File: src/rtl/wb_aperture_decoder.sv
`default_nettype none
//==============================================================================
// Module      : wb_aperture_decoder
// Description : Wishbone aperture decoder and response mux that sits between
//               the AHB-to-FPGA bridge and NUM_SLV fabric slaves. It decodes
//               per-slave chip selects, muxes read data and ACK back to the
//               bridge with no added latency, and forcibly terminates accesses
//               to unmapped apertures or slaves that stay silent too long.
//               Each forced termination is logged in sticky error status
//               (saturating count, last address, interrupt).
// Revision    : 1.0 - initial release
//------------------------------------------------------------------------------
// Ports
//   WB_CLK      in   1               Wishbone clock
//   WB_RST      in   1               synchronous active-high reset
//   WBs_ADR     in   APERWIDTH       byte address from bridge
//   WBs_CYC     in   1               cycle valid
//   WBs_STB     in   1               transfer strobe
//   WBs_WE      in   1               1=write, 0=read
//   WBs_RD_DAT  out  32              read data to bridge
//   WBs_ACK     out  1               transfer acknowledge to bridge
//   Slv_CYC_o   out  NUM_SLV         per-slave cycle select
//   Slv_DAT_i   in   NUM_SLV*32      per-slave read data, slave i = [i*32 +: 32]
//   Slv_ACK_i   in   NUM_SLV         per-slave acknowledge
//   Err_Clr_i   in   1               clears error count and interrupt
//   Err_Int_o   out  1               sticky error interrupt
//   Err_Cnt_o   out  ERR_CNT_WIDTH   saturating count of forced terminations
//   Err_Adr_o   out  APERWIDTH       address of most recent forced termination
//==============================================================================
module wb_aperture_decoder #(
  parameter int                           NUM_SLV            = 2,
  parameter int                           APERWIDTH          = 17,
  parameter int                           APERSIZE           = 9,
  parameter logic [NUM_SLV*APERWIDTH-1:0] BASE_ADR_VEC       = {17'h00800, 17'h00000},
  parameter int                           TIMEOUT            = 7,
  parameter logic [31:0]                  DEFAULT_READ_VALUE = 32'hBADF_ABAC,
  parameter int                           ERR_CNT_WIDTH      = 8
) (
  input  logic                     WB_CLK,
  input  logic                     WB_RST,
  input  logic [APERWIDTH-1:0]     WBs_ADR,
  input  logic                     WBs_CYC,
  input  logic                     WBs_STB,
  input  logic                     WBs_WE,
  output logic [31:0]              WBs_RD_DAT,
  output logic                     WBs_ACK,
  output logic [NUM_SLV-1:0]       Slv_CYC_o,
  input  logic [NUM_SLV*32-1:0]    Slv_DAT_i,
  input  logic [NUM_SLV-1:0]       Slv_ACK_i,
  input  logic                     Err_Clr_i,
  output logic                     Err_Int_o,
  output logic [ERR_CNT_WIDTH-1:0] Err_Cnt_o,
  output logic [APERWIDTH-1:0]     Err_Adr_o
);

  // Decode field occupies the address bits above the aperture size
  // (APERSIZE counts 32-bit words, hence the +2 for byte addressing).
  localparam int FLD_LSB = APERSIZE + 2;
  localparam int FLD_W   = APERWIDTH - FLD_LSB;
  localparam int CNT_W   = $clog2(TIMEOUT + 1);

  typedef enum logic [1:0] {
    ST_IDLE = 2'd0,
    ST_BUSY = 2'd1,
    ST_TERM = 2'd2
  } state_t;

  state_t                   state_q, state_d;
  logic [CNT_W-1:0]         cnt_q, cnt_d;
  logic [ERR_CNT_WIDTH-1:0] err_cnt_q, err_cnt_d;
  logic                     err_int_q, err_int_d;
  logic [APERWIDTH-1:0]     err_adr_q, err_adr_d;

  logic [FLD_W-1:0]         adr_fld;
  logic [NUM_SLV-1:0]       sel;
  logic                     mapped;
  logic                     slv_ack_sel;
  logic [31:0]              slv_dat_sel;
  logic                     req;
  logic                     ack_hit;
  logic                     term_entry;

  // Only the decode field of the address matters here; the word offset and
  // the write strobe pass straight to the slaves on their own buses.
  logic                     unused_inputs;
  assign unused_inputs = ^{WBs_WE, WBs_ADR[FLD_LSB-1:0]};

  assign adr_fld = WBs_ADR[APERWIDTH-1:FLD_LSB];
  assign req     = WBs_CYC & WBs_STB;

  // Aperture decode. Scanning from the top index down lets the lowest
  // matching index overwrite higher ones, so duplicate bases resolve to the
  // lowest slave and sel stays one-hot.
  always_comb begin
    sel    = '0;
    mapped = 1'b0;
    for (int i = NUM_SLV - 1; i >= 0; i--) begin
      if (adr_fld == BASE_ADR_VEC[i*APERWIDTH+FLD_LSB +: FLD_W]) begin
        sel    = '0;
        sel[i] = 1'b1;
        mapped = 1'b1;
      end
    end
  end

  // AND-OR response mux; sel is one-hot so at most one term contributes.
  always_comb begin
    slv_ack_sel = 1'b0;
    slv_dat_sel = '0;
    for (int i = 0; i < NUM_SLV; i++) begin
      slv_ack_sel = slv_ack_sel | (sel[i] & Slv_ACK_i[i]);
      slv_dat_sel = slv_dat_sel | ({32{sel[i]}} & Slv_DAT_i[i*32 +: 32]);
    end
  end

  assign ack_hit = req & slv_ack_sel;

  // Next-state logic. The request cycle itself counts as the first cycle
  // without an ACK, so cnt equals the cycle index of the access while BUSY
  // and the termination lands in cycle TIMEOUT+1.
  always_comb begin
    state_d = state_q;
    cnt_d   = cnt_q;
    unique case (state_q)
      ST_IDLE: begin
        cnt_d = '0;
        if (req && !ack_hit) begin
          if (mapped) begin
            state_d = ST_BUSY;
            cnt_d   = CNT_W'(1);
          end else begin
            state_d = ST_TERM;
          end
        end
      end
      ST_BUSY: begin
        if (!WBs_CYC || ack_hit) begin
          // Bridge abort or normal completion: no error in either case.
          state_d = ST_IDLE;
          cnt_d   = '0;
        end else if (cnt_q == CNT_W'(TIMEOUT)) begin
          state_d = ST_TERM;
        end else begin
          cnt_d = cnt_q + CNT_W'(1);
        end
      end
      ST_TERM: begin
        state_d = ST_IDLE;
        cnt_d   = '0;
      end
      default: begin
        state_d = ST_IDLE;
        cnt_d   = '0;
      end
    endcase
  end

  assign term_entry = (state_q != ST_TERM) && (state_d == ST_TERM);

  // Error logging. A termination arriving together with a clear still counts,
  // so the record of the new error is never lost.
  always_comb begin
    err_cnt_d = err_cnt_q;
    err_int_d = err_int_q;
    err_adr_d = err_adr_q;
    if (term_entry) begin
      err_int_d = 1'b1;
      err_adr_d = WBs_ADR;
      if (Err_Clr_i) begin
        err_cnt_d = ERR_CNT_WIDTH'(1);
      end else if (!(&err_cnt_q)) begin
        err_cnt_d = err_cnt_q + ERR_CNT_WIDTH'(1);
      end
    end else if (Err_Clr_i) begin
      err_cnt_d = '0;
      err_int_d = 1'b0;
    end
  end

  always_ff @(posedge WB_CLK) begin
    if (WB_RST) begin
      state_q   <= ST_IDLE;
      cnt_q     <= '0;
      err_cnt_q <= '0;
      err_int_q <= 1'b0;
      err_adr_q <= '0;
    end else begin
      state_q   <= state_d;
      cnt_q     <= cnt_d;
      err_cnt_q <= err_cnt_d;
      err_int_q <= err_int_d;
      err_adr_q <= err_adr_d;
    end
  end

  // Bridge-facing responses. In TERM the decoder answers on its own and any
  // late slave ACK or data is ignored.
  always_comb begin
    WBs_ACK    = 1'b0;
    WBs_RD_DAT = DEFAULT_READ_VALUE;
    if (!WB_RST) begin
      if (state_q == ST_TERM) begin
        WBs_ACK = 1'b1;
      end else if (req) begin
        WBs_ACK = slv_ack_sel;
        if (mapped) begin
          WBs_RD_DAT = slv_dat_sel;
        end
      end
    end
  end

  // Slave selects are withdrawn during termination so a slave that wakes up
  // late cannot complete a transfer the bridge already considers finished.
  assign Slv_CYC_o = (WB_RST || (state_q == ST_TERM) || !WBs_CYC) ? '0 : sel;

  assign Err_Cnt_o = err_cnt_q;
  assign Err_Int_o = err_int_q;
  assign Err_Adr_o = err_adr_q;

endmodule
`default_nettype wire
File: config.mk
export PLATFORM = sky130hd
export DESIGN_NAME = wb_aperture_decoder
export DESIGN_NICKNAME = d
export VERILOG_FILES = /design/src/rtl/wb_aperture_decoder.sv
export SDC_FILE = /design/constraint.sdc
export NUM_CORES = 1
export LEC_CHECK = 0
export BUFFER_PORTS_ARGS = -buffer_cell sky130_fd_sc_hd__buf_2
export CORE_UTILIZATION = 45
export CTS_CLUSTER_DIAMETER = 150
export DETAILED_ROUTE_END_ITERATION = 12
export PLACE_DENSITY = 0.87
export REMOVE_ABC_BUFFERS = 1
export SLEW_MARGIN = 20
export SYNTH_ARGS = -nofsm -noshare
export SYNTH_HDL_FRONTEND = slang
export SYNTH_SLANG_ARGS = --single-unit
File: constraint.sdc
create_clock -name WB_CLK -period 3.9 [get_ports WB_CLK]
set_input_delay 0.78 -clock WB_CLK [delete_from_list [all_inputs] [get_ports WB_CLK]]
set_output_delay 0.78 -clock WB_CLK [all_outputs]
set_load 0.01 [all_outputs]
# Word-level counts from Yosys, hierarchy flattened

Index checks and enable logic that the tools add are counted.

Muxes and demuxes: 28
Add/sub/neg operators: 2
Reductions and logical operators: 12
Eq/ne operators: 8
Bitwise operators: 8

Operators with widths:

| cell                  | number |
|---|---|
| $mux W32              | 4 |
| $and A32 B32 Y32      | 2 |
| $mux W8               | 4 |
| $or A32 B32 Y32       | 1 |
| $mux W2               | 7 |
| $mux W1               | 9 |
| $add A8 B1 Y8 const B | 1 |
| $reduce_and A8 Y1     | 1 |
| $eq A6 B1 Y1 const B  | 1 |
| $logic_not A6 Y1      | 1 |
| $mux W3               | 2 |
| $pmux W3 S2           | 1 |
| $and A1 B1 Y1         | 4 |
| $eq A2 B2 Y1 const B  | 2 |
| $ne A2 B2 Y1 const B  | 2 |
| $pmux W2 S2           | 1 |
| $add A3 B1 Y3 const B | 1 |
| $eq A3 B3 Y1 const B  | 1 |
| $logic_or A1 B1 Y1    | 3 |
| $ne A3 B3 Y1 const B  | 1 |
| $eq A2 B1 Y1 const B  | 1 |
| $logic_and A1 B1 Y1   | 2 |
| $logic_not A1 Y1      | 2 |
| $logic_not A2 Y1      | 1 |
| 3 further kinds       | 3 |

Input port bits: 89
Output and inout port bits: 61
Flip-flop bits (word level): 31
Logic and storage cells: 63

# Longest topological paths before layout

Gate-level depths: netlist of the first run.

Word-level depth: 14
Gate-level depth with buffers: 8
Mapped depth without buffers: 6

# Worst setup path after synthesis of the first run

No wires, ideal clock.

Path kind: in2out
Start: input port WBs_ADR[16]
End: output port WBs_RD_DAT[11]
Setup slack: 1.049 ns
Arrival time: 2.071 ns
Required time: 3.120 ns
Stages on the path: 5
Buffers on the path: 1
Cell sequence: or4_4 nor2_1 and3_1 clkbuf_1 nand2_1

Word-level cells in the longest chain between the ends: 9
Elaborated cells on any way between the ends: 13
Classes of those cells: eq/ne (1); mux (8); bitwise (3); reduce/logical (1)

RTL lines:

| element               | line | text |
|---|---|---|
| start, declared       | 41   | `input logic [APERWIDTH-1:0] WBs_ADR,` |
| $eq A6 B1 Y1          | 98   | `if (adr_fld == BASE_ADR_VEC[i*APERWIDTH+FLD_LSB +: FLD_W]) begin` |
| $mux W2 (2 in series) | 98   |  |
| $and A32 B32 Y32      | 112  | `slv_dat_sel = slv_dat_sel \| ({32{sel[i]}} & Slv_DAT_i[i*32 +: 32]);` |
| $or A32 B32 Y32       | 112  |  |
| $mux W32 *            | 206  | `if (mapped) begin` |
| $mux W32 *            | 204  | `end else if (req) begin` |
| $mux W32 *            | 202  | `if (state_q == ST_TERM) begin` |
| $mux W32 *            | 201  | `if (!WB_RST) begin` |
| end, declared         | 45   | `output logic [31:0] WBs_RD_DAT,` |

Every way passes the cells marked *; elsewhere a longest branch is shown, timed or not.

# Worst setup path after layout of the first run

Start: input port WBs_ADR[16]
End: output port WBs_RD_DAT[26]

The elaborated chain is that of the path after synthesis.

==> metrics.cfg, run 1 <==
[status]
status = complete, but fails checks
failed_checks = DRC

[routing]
drt-initial-drc-count = 112
dr.pass1.iters = 9
ant_nets = 0
routedWlPerCell_um = 14.3
viasPerCell = 5.45
drt_wl_total_um = 6460
num_vias = 2456
drc = 13

[logic_synthesis]
synthCells = 260
syn_avg_cell_area_sq_um = 8.27
synth_edf_count = 0
synth_adder_area_share = 0.0175
synth_flop_cell = dfxtp_1
synth_xor_area_frac = 0
async_reset_ff_frac = 0
syn_area_sq_mm = 0.00215
synth_compound_gate_area_share = 0.134
synthSimpleGateAreaFrac = 0.318
ys_seq_elements = 31
yosysWarnings = 0
synth_cell_types = 42
muxShareOfSynthArea = 0.182
yosysSeqAreaShare = 0.289
synth_top_family_by_area = simple AND/OR/NAND/NOR gates

[worst_setup_path]
required_ns = 3.12
cp-end-kind = output port
critPathLaunchType = input port
critPathArrivalTime_ns = 2.37
crit_start = WBs_ADR[16]
path_class = input port to output port
r2r_cells = 6
path_max_fanout = 11
endpoint = WBs_RD_DAT[26]
rr_startpoint = cnt_q[0]
rrSetupSlack_ns = 1.44
rr_endpoint = Err_Adr_o[2]

[timing]
min_period_ns = 3.15
rsz0062_at_grt = false
timing.final.crit_share = 0.809
finClkSkew_ns = 0.00541
hold_viol_final = 0
worst_pin_slew_ns = 1.05
setup_violations = 0
postLayoutSetupSlackWorst_ns = 0.745
fmax_mhz = 317
drv_slew = 0
fin_setup_tns_ns = 0
whs_ns = 0.471
relSlewSlack = 0.297

[finish]
n_antenna_cell = 0
drive_above_1_share = 0.436
syn_to_final_growth_pct = 37.4
fin_nets = 490

[clock_tree]
root_buffer = clkbuf_8
clock_sinks = 31
cts_setup_buffers = 0
hold_buffers = 0
tritoncts = done
clk_latency_ns = 0.29
clk_pin_slew_ns = 0.07
cts_buffer_depth = 2
cts_made_buffers = 5
htree_levels = 2
post_cts_resized = 0

[place]
place_hpwl_um = 4770
portBuffers = 148
place.gp.congestion = 0.844
pre_cts_slack_ns = 0.767

[floorplanning]
start_util = 0.480
row_count = 24
dieHeight_um = 71.1
die_w_um = 71.1
core_sq_mm = 0.00447
num_io_pins = 150
dieArea_sq_mm = 0.00506

[global_routing]
grt_pass1_wl_um = 9890
grt_pass1_vias = 2210
grt_max_degree = 47
gr-total-overflow = 0
antenna_found_initial = 1
grt_usage = 0.246

[flow_run]
drv_cap = 0

[hold_path]
min_from = Err_Adr_o[8]
hold_path.class = register to register

[power_and_ir_drop]
leakage_nw = 1.39
peakVddDrop_uv = 262
pwr_density_cell_mw_per_mm2 = 247

## worst min path at each step
stage | cells after the start | endpoint
2_1_floorplan | 1 | state_q[0]
3_3_place_gp | 2 | Err_Int_o
3_5_place_dp | 2 | Err_Adr_o[9]
4_1_cts | 2 | Err_Adr_o[8]
5_1_grt | 2 | Err_Adr_o[14]
6_report | 2 | Err_Adr_o[8]
## final cells by class
type / instances / area [sq um]
Clock buffer: 7 / 76.3
Clock inverter: 1 / 5.00
Fill cell: 400 / 1520
Inverter: 5 / 18.8
Multi-Input combinational cell: 204 / 1410
Sequential cell: 31 / 621
Tap cell: 52 / 65.1
Timing Repair Buffer: 151 / 763
## synthesized netlist by cell type (3+ instances only)
| library cell | number | area, sq um |
|---|---|---|
| o21ai_0 | 9 | 45.0 |
| ha_1 | 3 | 37.5 |
| nand2_1 | 31 | 116 |
| nor3_1 | 6 | 30.0 |
| and3_1 | 4 | 25.0 |
| dfxtp_1 | 31 | 621 |
| clkbuf_1 | 12 | 45.0 |
| nand2b_1 | 19 | 119 |
| a21oi_1 | 5 | 25.0 |
| nand3_1 | 4 | 20.0 |
| nor2b_1 | 3 | 18.8 |
| inv_1 | 5 | 18.8 |
| a211oi_1 | 3 | 22.5 |
| o21ai_2 | 10 | 87.6 |
| nand4b_1 | 17 | 149 |
| a31oi_1 | 3 | 18.8 |
| nand4_1 | 4 | 25.0 |
| buf_1 | 3 | 11.3 |
| a41oi_1 | 3 | 26.3 |
| mux2i_1 | 38 | 380 |
| nor2_1 | 21 | 78.8 |
## report_power, final
part | internal [mW] | switching, mW | total, mW
Sequential | 0.327 | 0.00631 | 0.334
Combinational | 0.0747 | 0.0773 | 0.152
Clock | 0.125 | 0.119 | 0.244
## cells in the final DEF, fill, tap and decap left out, drive strengths merged, types with 2 or more instances in the layout
cell	netlist	final
or2	2	2
a41oi	3	3
dfxtp	31	31
nand4b	17	17
and3	4	4
nand3	4	4
nor2b	3	3
o21ai	19	19
inv	5	5
mux2i	38	38
nor2	21	21
clkbuf	12	7
and4	2	2
a31oi	3	3
nor4	2	2
nand4	4	4
buf	8	151
nand2b	19	19
a211oi	3	3
ha	3	3
nand2	31	31
nor3	6	6
a21oi	5	5
## sequential cells by signal, indices dropped and copies added (netlist names)
signal     cells
Err_Adr_o     17
Err_Int_o      1
Err_Cnt_o      8
state_q        2
cnt_q          3
## critical path: stages
cell     delay [ns]
buf_2          0.11
or4_4          0.55
nor2_1         0.22
nand3_1        0.35
nor2_1         0.21
buf_2          0.15
## routing by layer
metal / wire length [um] / track usage
met2: 3150 / 0.443
met3: 604 / 0.0598
met4: 131 / 0.102
met5: 10 / 0
met1: 2560 / 0.277
## logic make-up (layout without fill, tap and decap cells)
kind of cell / after synthesis / after routing
flip-flops: 31 / 31
AND/OR/NAND/NOR: 122 / 122
buffers and inverters: 25 / 164
AO/OA/AOI/OAI: 40 / 40
adder cells (fa/ha/maj): 3 / 3
multiplexers: 39 / 39
## stage by stage
| step | util | cell area (sq um) | power [mW] | instances |
|---|---|---|---|---|
| floorplan | - | 2040 | 0.408 | 240 |
| global placement | 0.642 | 2870 | 0.487 | 443 |
| detailed placement | 0.642 | 2870 | 0.491 | 443 |
| CTS | 0.660 | 2950 | 0.732 | 451 |
| global route | 0.660 | 2950 | 0.756 | 451 |
| finish | 0.660 | 2950 | 0.730 | 451 |
No activity file was read; power rests on OpenSTA's default activity.
==> run 2: changes to the inputs <==
- CORE_UTILIZATION: 45 -> 42
- PLACE_DENSITY: 0.87 -> 0.82
- clock period: 3.9 -> 3.2 ns (I/O delays scaled with it)
==> run 2 against run 1 <==
  * The run now ends clean
  * Final cell count increased by 4.0%
  * Non-clock buffer count increased by 3
  * Clock power increased by 64%
  * Total power increased by 37%
  * Utilization decreased by 2.8 points
  * Die area increased by 6.9%
  * Sequential share of layout area decreased by 0.62 points
  * Clock skew increased by 0.0060 ns
  * Register-to-register slack got worse by 0.34 ns
  * Combinational power increased by 25%
  * Critical path type unchanged
  * Largest cell class unchanged
==> metrics.cfg, run 2 (same netlist as run 1, synthesis figures left out) <==
[floorplanning]
num_io_pins = 150  ; unchanged
start_util = 0.446  ; -0.0342
dieHeight_um = 73.5  ; +3.4%
die_w_um = 73.5  ; +3.4%
dieArea_sq_mm = 0.00541  ; +6.9%
core_sq_mm = 0.00482  ; +7.7%
row_count = 25  ; +4.2%

[power_and_ir_drop]
peakVddDrop_uv = 325  ; +24%
leakage_nw = 1.43  ; +2.8%
pwr_density_cell_mw_per_mm2 = 327  ; +33%

[worst_setup_path]
path_max_fanout = 11  ; unchanged
required_ns = 2.56  ; -0.56 ns
path_class = input port to output port
critPathArrivalTime_ns = 2.23  ; -0.14 ns
cp-end-kind = output port
critPathLaunchType = input port

[timing]
fin_setup_tns_ns = 0  ; unchanged
setup_violations = 0  ; unchanged
drv_slew = 0  ; unchanged
fmax_mhz = 349
rsz0062_at_grt = false
finClkSkew_ns = 0.0114  ; +0.00595 ns
relSlewSlack = 0.615  ; +0.318
timing.final.crit_share = 0.896
postLayoutSetupSlackWorst_ns = 0.332  ; -0.413 ns
min_period_ns = 2.87
worst_pin_slew_ns = 0.578  ; -0.477 ns
hold_viol_final = 0  ; unchanged

[routing]
top_layer = met4
dr.pass1.iters = 4  ; -5
wl_met1_um = 2520  ; -1.5%
drt_wl_total_um = 6520  ; +0.87%
met3_length_um = 551  ; -8.8%
viasPerCell = 5.33  ; -2.1%
drc = 0  ; -13
routedWlPerCell_um = 13.9  ; -3.0%
drt-initial-drc-count = 104  ; -7.1%
num_vias = 2501  ; +1.8%
ant_nets = 0  ; unchanged
wl_met2_um = 3330  ; +5.7%

[finish]
fin_nets = 493  ; +0.61%
stdcell_area_sq_mm = 0.00304  ; +3.0%
layout.cells.most_common = buf_2
syn_to_final_growth_pct = 41.6
final_cell_mix = buf_2 (148), mux2i_1 (38), dfxtp_1 (31), nand2_1 (31), nor2_1 (21)
n_antenna_cell = 0  ; unchanged
drive_above_1_share = 0.445  ; +0.00918
largest_reg_flops = 17  ; unchanged
fin_cells = 469  ; +4.0%

[place]
portBuffers = 148  ; unchanged
placed_area_sq_mm = 0.00293  ; +1.9%
placed_cells = 461  ; +4.1%
place_hpwl_um = 5090  ; +6.7%
pre_cts_slack_ns = 0.352  ; -0.415 ns
place.gp.congestion = 0.858  ; +1.8%

[global_routing]
grt_pass1_vias = 2219  ; +0.41%
grt_usage = 0.237  ; -0.00958
grt_max_degree = 46  ; -2.1%
grt_pass1_wl_um = 9920  ; +0.28%
antenna_found_initial = 0  ; -1
gr-total-overflow = 0  ; unchanged

[hold_path]
hold_path.class = register to register

[clock_tree]
clk_pin_slew_ns = 0.07  ; about the same
htree_levels = 2  ; unchanged
cts_made_buffers = 5  ; unchanged
clk_latency_ns = 0.29  ; about the same
tritoncts = done
post_cts_resized = 0  ; unchanged
root_buffer = clkbuf_8
clock_sinks = 31  ; unchanged
hold_buffers = 0  ; unchanged
cts_buffer_depth = 2  ; unchanged
cts_setup_buffers = 0  ; unchanged

[flow_run]
drv_cap = 0  ; unchanged

[status]
status = complete, no violations

run 2: cell count changes in the layout (fill, tap and decap cells not counted):
cell,previous run,this run
buf_4,3,5
clkbuf_1,2,0
bufinv_16,0,1
clkbuf_8,5,6
buf_12,0,1
run 2: area by class of cell:
cell class              instances  area [sq um]
repair buffers                154           798
flip-flops and latches         31           621
fillers                       465          1770
inverters                       5          18.8
multi-input cells             204          1410
well taps                      67          83.8
clock inverters                 2          35.0
clock buffers                   6          82.6
run 2: worst paths after layout:
kind | start | end | slack, ns | cells after the start
hold reg to reg | Err_Adr_o[3] | Err_Adr_o[3] | 0.47 | 2
hold / removal | Err_Adr_o[3] | Err_Adr_o[3] | 0.47 | 2
setup / recovery | WBs_ADR[16] | WBs_RD_DAT[12] | 0.33 | 6
setup reg to reg | cnt_q[0] | Err_Adr_o[2] | 1.10 | 6
run 2: worst max-delay path, stage by stage:
cell	delay (ns)
buf_2	0.11
or4_4	0.55
nor2_1	0.20
nand3_1	0.36
nor2_1	0.20
buf_2	0.15
run 2: stage by stage:
step	total power [mW]	hold WS, ns	util
after floorplan	0.497	0.445	-
after global placement	0.600	0.457	0.608
after global routing	1.04	0.483	0.632
after CTS	1.00	0.476	0.632
final	0.997	0.474	0.632
after detailed placement	0.604	0.461	0.608
run 2: routing by layer:
layer / global-route usage / up-vias
li1: - / 1227
met1: 0.255 / 1167
met2: 0.445 / 96
met3: 0.0631 / 11
met4: 0.0705 / 0
met5: 0 / -
run 2: report_power, final:
part / switching, mW / internal, mW / total [mW]
registers: 0.00737 / 0.399 / 0.406
clock network: 0.149 / 0.252 / 0.401
logic: 0.0949 / 0.0948 / 0.190
total: 0.251 / 0.745 / 0.997
